## src/rtl/cpu_pkg.sv

```systemverilog
// Shared types and instruction field layout for the cpu16 fetch/execute sequencer.
package cpu_pkg;

  typedef enum logic [3:0] {
    OP_HALT = 4'd0,
    OP_ADD  = 4'd1,
    OP_SUB  = 4'd2,
    OP_AND  = 4'd3,
    OP_OR   = 4'd4,
    OP_XOR  = 4'd5,
    OP_LDI  = 4'd6,
    OP_LD   = 4'd7,
    OP_ST   = 4'd8,
    OP_BNZ  = 4'd9
  } opcode_e;

  typedef enum logic [1:0] {
    ST_FETCH = 2'd0,
    ST_EXEC  = 2'd1,
    ST_MEM   = 2'd2,
    ST_HALT  = 2'd3
  } state_e;

  localparam int OpMsb  = 15;
  localparam int OpLsb  = 12;
  localparam int RdMsb  = 11;
  localparam int RdLsb  = 9;
  localparam int RaMsb  = 8;
  localparam int RaLsb  = 6;
  localparam int RbMsb  = 5;
  localparam int RbLsb  = 3;
  localparam int ImmMsb = 8;

  // R7 doubles as the program counter; writing it is a jump.
  localparam int PcIndex = 7;

endpackage

```

## src/rtl/cpu_alu.sv

```systemverilog
// Combinational datapath for the register-writing ALU ops and LDI.
module cpu_alu
  import cpu_pkg::*;
#(
  parameter int DataWidth = 16
) (
  input  opcode_e              op,
  input  logic [DataWidth-1:0] a,
  input  logic [DataWidth-1:0] b,
  input  logic [8:0]           imm9,
  output logic [DataWidth-1:0] result
);

  always_comb begin
    result = '0;
    case (op)
      OP_ADD:  result = a + b;
      OP_SUB:  result = a - b;
      OP_AND:  result = a & b;
      OP_OR:   result = a | b;
      OP_XOR:  result = a ^ b;
      OP_LDI:  result = {{(DataWidth-9){imm9[8]}}, imm9};
      default: result = '0;
    endcase
  end

endmodule

```

## src/rtl/cpu_controller.sv

```systemverilog
// Multi-cycle fetch/execute sequencer: owns IR and the FSM, drives the register
// file write port, PC increment and the single memory request channel.
module cpu_controller
  import cpu_pkg::*;
#(
  parameter int DataWidth  = 16,
  parameter int IndexWidth = 3
) (
  input  logic                  clk,
  input  logic                  rst,
  output logic                  rf_count_enable,
  output logic                  rf_write_enable,
  output logic [IndexWidth-1:0] rf_write_addr,
  output logic [DataWidth-1:0]  rf_write_data,
  output logic [IndexWidth-1:0] rf_read_addr1,
  output logic [IndexWidth-1:0] rf_read_addr2,
  input  logic [DataWidth-1:0]  rf_read_data1,
  input  logic [DataWidth-1:0]  rf_read_data2,
  input  logic [DataWidth-1:0]  rf_pc,
  output logic                  mem_req,
  output logic                  mem_we,
  output logic [DataWidth-1:0]  mem_addr,
  output logic [DataWidth-1:0]  mem_wdata,
  input  logic [DataWidth-1:0]  mem_rdata,
  input  logic                  mem_ready,
  output logic                  halted
);

  state_e               state, state_next;
  logic [DataWidth-1:0] ir;
  opcode_e              op;
  logic [IndexWidth-1:0] rd;
  logic [DataWidth-1:0] alu_result;

  assign op            = opcode_e'(ir[OpMsb:OpLsb]);
  assign rd            = ir[RdMsb:RdLsb];
  assign rf_read_addr1 = ir[RaMsb:RaLsb];
  assign rf_read_addr2 = ir[RbMsb:RbLsb];

  cpu_alu #(.DataWidth(DataWidth)) u_alu (
    .op     (op),
    .a      (rf_read_data1),
    .b      (rf_read_data2),
    .imm9   (ir[ImmMsb:0]),
    .result (alu_result)
  );

  always_ff @(posedge clk or posedge rst) begin
    if (rst) begin
      state <= ST_FETCH;
      ir    <= '0;
    end else begin
      state <= state_next;
      if (rf_count_enable) ir <= mem_rdata;
    end
  end

  // Memory handshake: mem_req is raised with mem_we/mem_addr/mem_wdata and all
  // of them are held unchanged until a cycle with mem_ready high, which is the
  // cycle the transfer completes (read data is taken in that same cycle).
  // Outputs are gated by rst so an in-flight request drops the moment reset hits.
  always_comb begin
    state_next      = state;
    rf_count_enable = 1'b0;
    rf_write_enable = 1'b0;
    rf_write_addr   = '0;
    rf_write_data   = '0;
    mem_req         = 1'b0;
    mem_we          = 1'b0;
    mem_addr        = '0;
    mem_wdata       = '0;
    halted          = 1'b0;
    if (!rst) begin
      case (state)
        ST_FETCH: begin
          mem_req  = 1'b1;
          mem_addr = rf_pc;
          if (mem_ready) begin
            rf_count_enable = 1'b1;
            state_next      = ST_EXEC;
          end
        end
        ST_EXEC: begin
          state_next = ST_FETCH;
          case (op)
            OP_ADD, OP_SUB, OP_AND, OP_OR, OP_XOR, OP_LDI: begin
              rf_write_enable = 1'b1;
              rf_write_addr   = rd;
              rf_write_data   = alu_result;
            end
            OP_BNZ: begin
              if (rf_read_data1 != '0) begin
                rf_write_enable = 1'b1;
                rf_write_addr   = IndexWidth'(PcIndex);
                rf_write_data   = rf_read_data2;
              end
            end
            OP_LD, OP_ST: state_next = ST_MEM;
            OP_HALT:      state_next = ST_HALT;
            default:      state_next = ST_FETCH;
          endcase
        end
        ST_MEM: begin
          mem_req   = 1'b1;
          mem_we    = (op == OP_ST);
          mem_addr  = rf_read_data1;
          mem_wdata = rf_read_data2;
          if (mem_ready) begin
            if (op == OP_LD) begin
              rf_write_enable = 1'b1;
              rf_write_addr   = rd;
              rf_write_data   = mem_rdata;
            end
            state_next = ST_FETCH;
          end
        end
        ST_HALT: halted = 1'b1;
        default: state_next = ST_FETCH;
      endcase
    end
  end

endmodule

```

## config.mk

```make
export PLATFORM = sky130hd
export DESIGN_NAME = cpu_controller
export DESIGN_NICKNAME = d
export VERILOG_FILES = /design/src/rtl/cpu_pkg.sv /design/src/rtl/cpu_alu.sv /design/src/rtl/cpu_controller.sv
export SDC_FILE = /design/constraint.sdc
export NUM_CORES = 1
export LEC_CHECK = 0
export ABC_AREA = 1
export CORE_MARGIN = 4
export CORE_UTILIZATION = 59
export CTS_BUF_LIST = sky130_fd_sc_hd__clkbuf_8
export DETAILED_ROUTE_END_ITERATION = 12
export DONT_BUFFER_PORTS = 1
export PLACE_DENSITY_LB_ADDON = 0.05
export SYNTH_ARGS = -nofsm -noshare
export SYNTH_HDL_FRONTEND = slang
export SYNTH_SLANG_ARGS = --single-unit
```

## constraint.sdc

```tcl
create_clock -name clk -period 6.9 [get_ports clk]
set_input_delay 1.035 -clock clk [delete_from_list [all_inputs] [get_ports clk]]
set_output_delay 1.035 -clock clk [all_outputs]
set_load 0.01 [all_outputs]
```

==> results of run 1 <==
[power groups by stage]
stage                     registers [W]  clock network, W  logic, W
after detailed placement       0.000221                 0  0.000843
after floorplan                0.000195                 0  0.000711
after global placement         0.000219                 0  0.000830
after global routing           0.000225         0.0000918  0.000960
final                          0.000220         0.0000892  0.000860
after CTS                      0.000219         0.0000884  0.000847
[layout make-up]
class / instances / share of cell area, %
inverters: 85 / 8.53
well taps: 75 / 2.50
multi-input cells: 485 / 75.5
flip-flops and latches: 18 / 12.0
clock buffers: 4 / 1.47
[cells by family (layout without fill, tap and decap cells)]
group | after synthesis | count (layout) | share of synthesized area [%]
buffers and inverters | 106 | 89 | 12.1
AND/OR/NAND/NOR | 291 | 291 | 33.5
AO/OA/AOI/OAI | 126 | 126 | 20.8
adder cells (fa/ha/maj) | 54 | 54 | 18.3
XOR/XNOR | 14 | 14 | 3.28
flip-flops | 18 | 18 | 12.1
[worst min-delay path by stage]
| stage | startpoint | slack, ps | depth (start not counted) | end |
|---|---|---|---|---|
| 3_3_place_gp | ir[0] | 490 | 2 | ir[0] |
| 4_1_cts | ir[0] | 500 | 2 | ir[0] |
| 3_5_place_dp | ir[0] | 480 | 2 | ir[0] |
| 5_1_grt | ir[0] | 520 | 2 | ir[0] |
| 2_1_floorplan | ir[0] | 450 | 2 | ir[0] |
| 6_report | ir[0] | 500 | 2 | ir[0] |
[per-stage QoR]
stage / std cells / hold WS (ps)
floorplan: 609 / 449
global placement: 663 / 489
detailed placement: 663 / 478
CTS: 667 / 497
global route: 667 / 516
finish: 667 / 503
[flip-flops by register name, summed over array words and instances (netlist names)]
name	cells
ir	16
state	2
[synth_stat cells, drive strengths merged (2+ instances only)]
library cell,n,area (sq um)
nand2,178,683
inv,83,312
nor2,56,240
ha,53,663
o21ai,51,259
a21oi,42,210
nand3,38,195
dfrtp,18,450
buf,15,110
xor2,13,114
a211oi,10,95.1
clkbuf,6,22.5
nor3,6,40.0
o211ai,6,45.0
nand3b,4,30.0
o2bb2ai,4,60.1
or2,4,25.0
nand4,3,18.8
a31oi,2,12.5
clkinv,2,8.75
nor4,2,18.8
o21a,2,15.0
o31ai,2,15.0
[routing by layer]
metal  routed length [um]  vias to the layer above  part of all wire, %
li1                     -                     1948                    -
met1                 4880                     1844                   40
met3                 1070                       31                  8.8
met4                  334                        0                  2.8
met2                 5820                      197                   48
met5                    0                        -                    0
[worst min-delay path: cells and delay by family, from the launching register on]
family,cells,cell delay (ps)
simple gates,2,120
flops,1,360
==> flow_metrics.env, run 1 <==
export IMPL_cp_required_ps=5860
export IMPL_use_met3_pct=6.30
export IMPL_io_buffers=0
export IMPL_cp_max_fo=6
export IMPL_final_max_slew_viol_count=0
export IMPL_yosysUniqueCellTypes=45
export IMPL_switching_share_pct=58.8
export IMPL_gp_congestion=0.929
export IMPL_die_area_sq_um=7670
export IMPL_wl_per_cell_um=18.1
export IMPL_clock_power_share_pct=7.6
export IMPL_syn_num_nets=730
export IMPL_use_met1_pct=37.8
export IMPL_cts_setup_buffers=0
export IMPL_min_path_type="reg -> reg"
export IMPL_p_int_w=0.000481
export IMPL_num_vias=4020
export IMPL_drt_iter0_drc=295
export IMPL_cts_buffers_inserted=3
export IMPL_root_buffer="clkbuf_8"
export IMPL_seq_area_sq_um=450
export IMPL_clock_latency_ps=260
export IMPL_power_total_w=0.00117
export IMPL_maxCapViolCount=0
export IMPL_holdBufCountCts=0
export IMPL_synth_avg_cell_area_sq_um=6.14
export IMPL_cp_depth=18
export IMPL_wl_um=12100
export IMPL_status="finished clean"
export IMPL_grt_max_degree=34
export IMPL_final_cell_area_sq_um=3750
export IMPL_grt_usage_pct=30.6
export IMPL_p_comb_share_pct=73.6
export IMPL_cp_num_buf_inv=2
export IMPL_timing_rr_end="ir[12]"
export IMPL_startpoint="rf_read_data2[1]"
export IMPL_crit_family="simple AND/OR/NAND/NOR gates"
export IMPL_crit_path_end_kind="output pin"
export IMPL_multi_input_area_sq_um=2830
export IMPL_r2r_setup_slack_ps=4400
export IMPL_clock_sinks=18
export IMPL_finalHoldViolCount=0
export IMPL_diodes=0
export IMPL_gr_max_usage_layer="met2"
export IMPL_ir_worst_vdd_v=0.000235
export IMPL_net_switching_power_w=0.000687
export IMPL_cts_buffer_depth=2
export IMPL_timing_slew_headroom_pct=30.6
export IMPL_drc=0
export IMPL_yosysSeqAreaShare_pct=12.1
export IMPL_synthCells=609
export IMPL_crit_path_end="rf_write_data[15]"
export IMPL_r2r_cells=8
export IMPL_preCtsSetupSlack_ps=2000
export IMPL_rsz0062_at_grt="no"
export IMPL_drive_gt1_share_pct=7.26
export IMPL_fin_crit_ps=4970
export IMPL_grt_first_pass_wirelength_um=18500
export IMPL_nets=714
export IMPL_initial_core_util_pct=62.0
export IMPL_place_detailed_hpwl_um=9750
export IMPL_ant_nets=0
export IMPL_start_kind="primary input"
export IMPL_grt_ovfl_total=0
export IMPL_r2r_start="state[0]"
export IMPL_core_area_sq_um=6030
export IMPL_clkSlewWorstSetupHoldPaths_ps=70
export IMPL_setup_viol=0
export IMPL_cts_repair_resized=0
export IMPL_worstMarginPinSlew_ps=1040
export IMPL_critPathKind="in -> out"
export IMPL_die_x_um=87.6
export IMPL_cts_tree="done"
export IMPL_worstPathArrival_ps=3940
export IMPL_p_leak_nw=1.92
export IMPL_grtUsageMet2_pct=53.4
export IMPL_max_freq_ghz=0.201
export IMPL_worstPathCellList="inv_1, ha_1, inv_1, nor2_1, nand3_1, nor3_1, nand3_1, o31ai_1, xor2_1, ha_1, nand2_1, nor3_1, a21oi_1, nand3_1, nand3_1, nand3_1, nand2_1, a21oi_1"
export IMPL_final_cell_mix="172 x nand2_1, 75 x inv_1, 53 x ha_1"
export IMPL_grt_pass1_vias=3771
export IMPL_die_h_um=87.6
export IMPL_setup_tns_ps=0
export IMPL_crit_path_frequent_cell="nand3_1"
export IMPL_cp_slowest_cell="ha_1"
export IMPL_htreeDepth=1
export IMPL_antenna_found_initial=0
export IMPL_skew_ps=1.70
export IMPL_rows=28
export IMPL_area_growth_pct=0.435
export IMPL_synthArstFlopShare_pct=100
export IMPL_synth_seq_cells=18
export IMPL_max_stage_delay_ps=390
export IMPL_synth_ff_type="dfrtp_1"
export IMPL_pin_count=129
export IMPL_fillers=625
export IMPL_final_common_cell="nand2_1"
export IMPL_final_core_util_pct=62.3
export IMPL_fin_crit_sh_pct=72.0
export IMPL_dpl_instance_area_sq_um=3700
export IMPL_dr_pass1_iters=5
export IMPL_fin_ws_ps=1930
export IMPL_synth_area_sq_um=3740
export IMPL_pwr_share_seq_pct=18.8
export IMPL_powerDensity_nw_per_um2=311
export IMPL_synth_edff_count=0
export IMPL_synth_warnings=0
export IMPL_drt_vias_per_instance=6.03
(Power assumes the default switching activity.)
==> inputs of run 2 (changes only) <==
clock period = 4.8 ns   (was 6.9 ns; I/O delays follow)
==> flow_metrics.env, run 2 (same netlist as run 1, synthesis figures left out) <==
export IMPL_timing_slew_headroom_pct=33.7
export IMPL_nets=715
export IMPL_num_vias=4077
export IMPL_core_area_sq_um=6030
export IMPL_p_leak_nw=1.92
export IMPL_cts_buffer_depth=2
export IMPL_largest_register_ffs=16
export IMPL_final_common_cell="nand2_1"
export IMPL_grt_ovfl_total=0
export IMPL_clock_sinks=18
export IMPL_diodes=0
export IMPL_drive_gt1_share_pct=7.42
export IMPL_ir_worst_vdd_v=0.000421
export IMPL_htreeDepth=1
export IMPL_r2r_setup_slack_ps=2290
export IMPL_grt_first_pass_wirelength_um=18800
export IMPL_initial_core_util_pct=62.0
export IMPL_fin_cells=668
export IMPL_cts_setup_buffers=0
export IMPL_clock_latency_ps=260
export IMPL_fillers=630
export IMPL_place_detailed_hpwl_um=9840
export IMPL_cts_tree="done"
export IMPL_cts_buffers_inserted=3
export IMPL_drt_vias_per_instance=6.10
export IMPL_grt_max_degree=34
export IMPL_timing_rr_end="ir[12]"
export IMPL_max_stage_delay_ps=310
export IMPL_die_h_um=87.6
export IMPL_drt_iter0_drc=193
export IMPL_powerDensity_nw_per_um2=447
export IMPL_holdBufCountCts=0
export IMPL_grt_usage_pct=31.2
export IMPL_final_max_slew_viol_count=0
export IMPL_power_total_w=0.00168
export IMPL_r2r_start="state[0]"
export IMPL_max_freq_ghz=0.233
export IMPL_antenna_found_initial=0
export IMPL_fin_crit_ps=4290
export IMPL_drc=0
export IMPL_cp_slowest_cell="ha_1"
export IMPL_setup_tns_ps=0
export IMPL_min_path_type="in -> async"
export IMPL_area_growth_pct=0.636
export IMPL_die_x_um=87.6
export IMPL_finalHoldViolCount=0
export IMPL_top_register="ir"
export IMPL_start_kind="primary input"
export IMPL_wl_um=12200
export IMPL_worstPathCellList="inv_1, ha_1, inv_1, nor2_1, nand3_1, nor3_1, nand3_1, o31ai_1, xor2_1, ha_1, nand2_1, o21ai_0, a21oi_1, nand2_1, nand2_1, nand3_1, nand3_1, nand2_1, a21oi_1"
export IMPL_final_cell_mix="172 x nand2_1, 75 x inv_1, 53 x ha_1"
export IMPL_rows=28
export IMPL_status="finished clean"
export IMPL_grt_pass1_vias=3873
export IMPL_root_buffer="clkbuf_8"
export IMPL_fin_crit_sh_pct=89.4
export IMPL_worstPathArrival_ps=3570
export IMPL_maxCapViolCount=0
export IMPL_cts_repair_resized=0
export IMPL_rsz0062_at_grt="no"
export IMPL_die_area_sq_um=7670
export IMPL_skew_ps=2.17
export IMPL_worstMarginPinSlew_ps=992
export IMPL_largestRegisters="ir: 16 flops, state: 2 flops"
export IMPL_critPathKind="in -> out"
export IMPL_r2r_cells=7
export IMPL_cp_required_ps=4080
export IMPL_crit_path_end_kind="output pin"
export IMPL_pin_count=129
export IMPL_ant_nets=0
export IMPL_setup_viol=0
export IMPL_wl_per_cell_um=18.3
export IMPL_dr_pass1_iters=5
export IMPL_cp_max_fo=6
export IMPL_gp_congestion=0.987
export IMPL_dpl_cell_count=664
export IMPL_io_buffers=0
export IMPL_clkSlewWorstSetupHoldPaths_ps=70
-- run 2: cell type report --
class                           count  area (sq um)  share of cell area, %
Sequential cell                    18           450                   12.0
Tap cell                           75          93.8                   2.50
Multi-Input combinational cell    485          2830                   75.3
Clock buffer                        4          55.1                   1.46
Timing Repair Buffer                1          7.51                  0.200
Inverter                           85           320                   8.52
-- run 2: worst max-delay path by stage --
| stage | slack, ps | to | cells past startpoint | startpoint |
|---|---|---|---|---|
| 2_1_floorplan | 990 | rf_write_data[13] | 20 | rf_read_data2[1] |
| 3_3_place_gp | 600 | rf_write_data[15] | 18 | rf_read_data2[1] |
| 3_5_place_dp | 570 | rf_write_data[14] | 19 | rf_read_data2[1] |
| 4_1_cts | 570 | rf_write_data[14] | 19 | rf_read_data2[1] |
| 5_1_grt | 200 | rf_write_data[15] | 18 | rf_read_data2[1] |
| 6_report | 510 | rf_write_data[14] | 19 | rf_read_data2[1] |
-- run 2: report_power, final --
group | leakage, nW | total, W | internal [W] | switching (W)
sequential | 0.223 | 0.000316 | 0.000224 | 0.0000916
clock | 0.0288 | 0.000127 | 0.0000730 | 0.0000541
combinational | 1.67 | 0.00124 | 0.000395 | 0.000841
-- run 2: stage by stage --
stage / instance area, sq um / hold slack (ps) / setup slack, ps / util [%]
detailed placement: 3710 / 486 / 573 / 61.5
CTS: 3760 / 389 / 569 / 62.4
finish: 3760 / 377 / 509 / 62.4
floorplan: 3740 / 449 / 994 / -
global route: 3760 / 407 / 197 / 62.4
global placement: 3710 / 481 / 598 / 61.5
-- run 2: routing by layer --
metal	wire length [um]	GRT usage, %	up-vias
li1	-	-	1961
met1	4680	38.5	1853
met2	5930	53.9	231
met3	1250	6.77	32
met4	339	10.0	0
met5	0	0	-
-- run 2: worst max-delay path, delay by kind of cell --
family                     cells  cell delay [ps]
and+or+nand+nor               10             1140
AOI/OAI and AO/OA              4              850
adders and majority gates      2              490
xor gates and xnor gates       1              200
buffers and inverters          2              170
